### src/rtl/counter_bcd_pkg.sv
// Shared constants, state type and helpers for the BCD down-timer.
// Provides:
//   BCD_W        - width of one BCD digit
//   BCD_MAX      - largest legal digit value (wrap target on borrow)
//   BCD_MIN      - smallest digit value (borrow trigger)
//   DIGIT_CLAMP  - value substituted for any illegal preset digit (>9)
//   state_e      - timer FSM state (IDLE, RUN)
//   clamp_digit  - saturate one nibble to DIGIT_CLAMP
package counter_bcd_pkg;

  localparam int unsigned BCD_W       = 4;
  localparam logic [3:0]  BCD_MAX     = 4'd9;
  localparam logic [3:0]  BCD_MIN     = 4'd0;
  localparam logic [3:0]  DIGIT_CLAMP = 4'd9;

  typedef enum logic {
    IDLE = 1'b0,
    RUN  = 1'b1
  } state_e;

  // Saturate an arbitrary nibble into the legal BCD range.
  function automatic logic [3:0] clamp_digit(input logic [3:0] d);
    return (d > DIGIT_CLAMP) ? DIGIT_CLAMP : d;
  endfunction

endpackage

### src/rtl/bcd_digit_down.sv
// One BCD down-counting digit with synchronous load and borrow chain.
// Ports:
//   clk         - clock, rising edge
//   Reset       - synchronous active-high reset, clears digit to 0
//   load        - load load_digit this cycle (overrides dec_in)
//   load_digit  - value to load
//   dec_in      - borrow-in / decrement request from the lower digit
//   digit       - current digit value (registered)
//   borrow_out  - dec_in while digit is 0: this digit wraps and borrows
module bcd_digit_down
  import counter_bcd_pkg::*;
(
  input  logic             clk,
  input  logic             Reset,
  input  logic             load,
  input  logic [BCD_W-1:0] load_digit,
  input  logic             dec_in,
  output logic [BCD_W-1:0] digit,
  output logic             borrow_out
);

  // Digit register: reset > load > decrement with 0 -> 9 wrap.
  always_ff @(posedge clk) begin
    if (Reset) begin
      digit <= BCD_MIN;
    end else if (load) begin
      digit <= load_digit;
    end else if (dec_in) begin
      digit <= (digit == BCD_MIN) ? BCD_MAX : digit - 4'd1;
    end
  end

  assign borrow_out = dec_in && (digit == BCD_MIN);

endmodule

### src/rtl/counter_bcd_down_timer.sv
// Cascaded BCD down-timer with load, start and tick enable.
// Optional feature macro: COUNTER_BCD_DOWN_TIMER_AUTORELOAD_EN
//   defined   - on reaching zero the count reloads the last loaded preset
//               and the timer keeps running (Done still pulses)
//   undefined - on reaching zero the timer stops in IDLE holding 0
// Ports:
//   clk        - clock, rising edge
//   Reset      - synchronous active-high reset
//   Load       - load LoadValue (digits > 9 clamped to 9)
//   LoadValue  - BCD preset, digit 0 in bits [3:0]
//   Start      - request to start counting (IDLE only, count nonzero)
//   En         - tick enable; decrements only while running
//   Output     - current BCD count (registered)
//   Running    - high while in RUN
//   Done       - one-cycle pulse when a decrement reaches zero
//   Zero       - Output is all-zero (combinational from Output)
module counter_bcd_down_timer
  import counter_bcd_pkg::*;
#(
  parameter int unsigned DIGITS = 2
)
(
  input  logic                clk,
  input  logic                Reset,
  input  logic                Load,
  input  logic [4*DIGITS-1:0] LoadValue,
  input  logic                Start,
  input  logic                En,
  output logic [4*DIGITS-1:0] Output,
  output logic                Running,
  output logic                Done,
  output logic                Zero
);

  localparam int unsigned W = BCD_W * DIGITS;

  state_e         state;
  state_e         next_state_c;
  logic [W-1:0]   count;
  logic [W-1:0]   load_clamped_c;
  logic [W-1:0]   reload_val_c;
  logic [W-1:0]   dig_value_c;
  logic [DIGITS:0] borrow;
  logic           dec_c;
  logic           is_one_c;
  logic           terminal_c;
  logic           underflow_c;
  logic           reload_now_c;
  logic           dig_load_c;

  assign Output  = count;
  assign Zero    = (Output == '0);
  assign Running = (state == RUN);

  // Decrement request; Load takes priority over counting.
  assign dec_c      = (state == RUN) && En && !Load;
  assign is_one_c   = (count == W'(1));
  assign terminal_c = dec_c && is_one_c;
  // Borrow out of the top digit means a decrement from all-zero: never let
  // that wrap, force a reload of zero instead.
  assign underflow_c = borrow[DIGITS];
  assign borrow[0]   = dec_c;

`ifdef COUNTER_BCD_DOWN_TIMER_AUTORELOAD_EN
  logic [W-1:0] reload;

  // Last clamped preset, restored on each terminal decrement.
  always_ff @(posedge clk) begin
    if (Reset) begin
      reload <= '0;
    end else if (Load) begin
      reload <= load_clamped_c;
    end
  end

  // Empty reload register lets the count fall to 0 and stop.
  assign reload_now_c = terminal_c && (reload != '0);
  assign reload_val_c = reload;
`else
  assign reload_now_c = 1'b0;
  assign reload_val_c = '0;
`endif

  // Digits load on a user preset, an autoreload, or the underflow guard.
  assign dig_load_c  = Load || reload_now_c || underflow_c;
  assign dig_value_c = Load         ? load_clamped_c :
                       reload_now_c ? reload_val_c   : '0;

  // Digit chain: each digit decrements when all lower digits borrow.
  for (genvar i = 0; i < DIGITS; i++) begin : g_digit
    assign load_clamped_c[BCD_W*i +: BCD_W] = clamp_digit(LoadValue[BCD_W*i +: BCD_W]);

    bcd_digit_down u_digit (
      .clk        (clk),
      .Reset      (Reset),
      .load       (dig_load_c),
      .load_digit (dig_value_c[BCD_W*i +: BCD_W]),
      .dec_in     (borrow[i]),
      .digit      (count[BCD_W*i +: BCD_W]),
      .borrow_out (borrow[i+1])
    );
  end

  // Next-state decode: Load > Start > terminal decrement.
  always_comb begin
    next_state_c = state;
    if (Load) begin
      if ((state == RUN) && (load_clamped_c == '0)) begin
        next_state_c = IDLE;
      end
    end else if (state == IDLE) begin
      if (Start && !Zero) begin
        next_state_c = RUN;
      end
    end else if ((terminal_c && !reload_now_c) || underflow_c) begin
      next_state_c = IDLE;
    end
  end

  // State and Done pulse registers.
  always_ff @(posedge clk) begin
    if (Reset) begin
      state <= IDLE;
      Done  <= 1'b0;
    end else begin
      state <= next_state_c;
      Done  <= terminal_c;
    end
  end

endmodule

### config.mk
export PLATFORM = sky130hd
export DESIGN_NAME = counter_bcd_down_timer
export DESIGN_NICKNAME = d
export VERILOG_FILES = /design/src/rtl/counter_bcd_pkg.sv /design/src/rtl/bcd_digit_down.sv /design/src/rtl/counter_bcd_down_timer.sv
export SDC_FILE = /design/constraint.sdc
export NUM_CORES = 1
export LEC_CHECK = 0
export CAP_MARGIN = 20
export CORE_MARGIN = 4
export CORE_UTILIZATION = 36
export CTS_BUF_LIST = sky130_fd_sc_hd__clkbuf_8 sky130_fd_sc_hd__clkbuf_16
export CTS_CLUSTER_SIZE = 8
export DETAILED_ROUTE_END_ITERATION = 10
export HOLD_SLACK_MARGIN = 0.02
export PLACE_DENSITY = 0.65
export RECOVER_POWER = 50
export SETUP_SLACK_MARGIN = 0.1
export SLEW_MARGIN = 40
export SYNTH_ARGS = -nofsm -noshare
export SYNTH_HDL_FRONTEND = slang
export SYNTH_HIERARCHICAL = 1
export SYNTH_SLANG_ARGS = --single-unit
### constraint.sdc
create_clock -name clk -period 4.4 [get_ports clk]
set_input_delay 0.88 -clock clk [delete_from_list [all_inputs] [get_ports clk]]
set_output_delay 0.88 -clock clk [all_outputs]
set_load 0.02 [all_outputs]
==> flow_summary.toml <==
[outcome]
status = "complete, no violations"

[final_layout]
n_fill_cell = 169
diodes = 0
finalNonFillerCells = 132
layout-drive-gt1-share_pct = 14.0
multi_input_area_um2 = 470
final_util_pct = 57.3
layout.nets = 121
register_area_um2 = 200
syn_to_final_growth_pct = 44.7

[worst_hold_path]
min_to = "g_digit[1].u_digit/digit[2]"
hp-start = "g_digit[1].u_digit/digit[3]"
hold_path.class = "register to register"
worstHoldPathCells = 2

[synth]
yosys_warnings = 6
synth_top_area_share_pct = 28.4
yosysTopAreaCell = "dfxtp_1"
netlist_top_cells_area = "dfxtp_1 28%, nor4b_4 6.7%, a211oi_2 5.3%"
avgSynthCellArea_um2 = 8.82
seq_area_frac_synth_pct = 28.4
synth_top_flop_cell = "dfxtp_1"
synthAdderAreaFrac_pct = 0
syn_nets = 93
yosys_register_bits = 10
synth_top_family_by_area = "simple AND/OR/NAND/NOR gates"
synth_enable_flop_cells = 0
synth.distinct_cells = 28
syn_inst = 80
synth_xor_area_share_pct = 4.96
netlist_area_um2 = 706
synth-compound-area-share_pct = 24.1
synthMuxAreaShare_pct = 1.42
synth-simple-area-share_pct = 36.2
async_flop_share_pct = 0

[clock_tree]
ctsHoldBuffers = 0
post_cts_buffers = 0
cts.clk_slew.worst_paths_ns = 0.05
cts_buffers = 3
clk_path_buf_depth = 2
cts.sinks = 10
insertion_delay_ns = 0.24
cts-htree-levels = 1
clockRootBuffer = "clkbuf_8"
cts_tree = "done"
cts_resized = 0

[setup_path]
rr_worst_depth = 11
critPathLaunchType = "input pin"
crit_arrival_ns = 3.75
cp_max_fo = 8
cp.required_ns = 4.50
r2r_end = "g_digit[1].u_digit/digit[3]"
crit_type = "input pin to register"
r2r_slack_ns = 1.63
end_kind = "register"
timing.rr.start = "Running"

[routing]
ant_nets = 0
drtPass1Iterations = 4
drc_errors = 0
totalWireLength_mm = 1.68
wl_met2_um = 727
routed_via_density = 5.08
num_vias = 670
routedWlPerCell_um = 12.7
top_layer = "met4"
wl_met3_um = 76
dr.first_iter.drc_count = 10
wl_met1_um = 829

[timing]
rsz0062_at_grt = "false"
worst_pin_slew_ns = 0.581
slew_headroom_pct = 61.2
fin_skew_ns = 0.00535
max_clock_freq_mhz = 273
setup_viol = 0
setup_ws_ns = 0.741
hold_viol_final = 0
slew_violations = 0
whs_ns = 0.557
final.min_clock_period_ns = 3.66
setup_tns_ns = 0
fin_crit_sh_pct = 83.2

[die]
start_util_pct = 39.6
die_w_um = 52.3
ios = 24
rows = 15
coreArea_mm2 = 0.00178
die_h_um = 52.3
dieArea_mm2 = 0.00273

[placed_design]
post-dp-hpwl_mm = 1.31
place_ws_ns = 0.608
dp_cells = 128
gp_congestion = 0.812
io_buffers = 23

[power_and_ir_drop]
p_leak_uw = 0.000396
ir_drop_v = 0.000120
powerDensity_mw_per_mm2 = 285

[flow_run]
cap_violations = 0

[global_route]
grt_pass1_wl_mm = 2.80
overflow = 0
grt_max_degree = 13
antenna_found_initial = 0
grt_pass1_vias = 635
grt_usage_pct = 14.2
[where the power goes]
part | switching, µW | total, µW | internal (µW)
clock network | 39.1 | 118 | 78.9
registers | 9.19 | 105 | 96.2
logic | 33.1 | 67.8 | 34.7
total | 81.4 | 291 | 210
[layout by cell type (no fill, tap or decap)]
master,n
nor3_1,1
and2_1,2
xnor2_1,2
nor4b_4,2
dfxtp_1,10
nor2_1,7
or3_1,2
dlygate4sd3_1,10
nand2b_1,3
xor2_1,2
or2_4,1
a221oi_2,2
nand2_1,8
inv_1,6
clkdlybuf4s50_1,13
mux2i_1,1
nor4b_2,1
o21ai_0,2
and3b_1,4
nor2b_1,2
a211oi_2,3
o41ai_2,1
clkbuf_8,4
a21oi_1,4
buf_4,1
clkinv_1,1
a311oi_1,2
or2_1,1
nor4_1,4
a211o_1,1
o21a_1,4
[layer usage]
| metal | vias to the layer above | GRT usage, % |
|---|---|---|
| li1 | 348 | - |
| met1 | 297 | 17.4 |
| met2 | 20 | 22.8 |
| met3 | 5 | 2.56 |
| met4 | 0 | 8.94 |
| met5 | - | 0 |
[critical path: stages]
cell,delay [ns]
dlygate4sd3_1,0.55
nand2b_1,0.16
or2_4,0.25
inv_1,0.10
nor4b_4,0.26
nor2b_1,0.29
nor4b_4,0.30
nor2b_1,0.25
or2_1,0.32
inv_1,0.16
nor2_1,0.17
a211oi_2,0.06
[cell type report]
class / count / share of cell area [%]
timing repair buffer: 24 / 23.3
sequential: 10 / 19.6
clock buffer: 4 / 5.39
tap: 25 / 3.06
multi-input combinational: 62 / 46.1
inverter: 7 / 2.57
[Yosys cell counts (all sizes together) (3+ instances only)]
cell type,instances
nor2,7
inv,6
nor4b,3
nor4,4
nand2,8
a21oi,4
o21a,4
nand2b,3
a211oi,3
and3b,4
dfxtp,10
[worst max path at each step]
stage / start / endpoint / slack (ns)
6_report: Load / g_digit[1].u_digit/digit[3] / 0.74
5_1_grt: Load / g_digit[1].u_digit/digit[3] / 0.48
4_1_cts: Load / g_digit[1].u_digit/digit[3] / 0.86
3_5_place_dp: Load / g_digit[1].u_digit/digit[3] / 0.61
3_3_place_gp: Load / g_digit[0].u_digit/digit[3] / 0.70
2_1_floorplan: Load / g_digit[0].u_digit/digit[3] / 1.40
[sequential cells by signal (all words and copies together), names as in the netlist]
name and cells:
Done 1, Running 1, g_digit.u_digit/digit 8
[kinds of logic (layout without fill, tap and decap cells)]
| group | after synthesis | count (layout) |
|---|---|---|
| AND/OR/NAND/NOR | 38 | 38 |
| buffers and inverters | 8 | 35 |
| flip-flops | 10 | 10 |
| multiplexers | 1 | 1 |
| XOR/XNOR | 4 | 4 |
| AO/OA/AOI/OAI | 19 | 19 |
[metrics by stage]
step	instance area, µm²	total power [µW]
final	1020	291
after detailed placement	966	177
after CTS	1020	297
after floorplan	706	143
after global routing	1020	305
after global placement	966	177
Power figures use the tool's default switching activity.
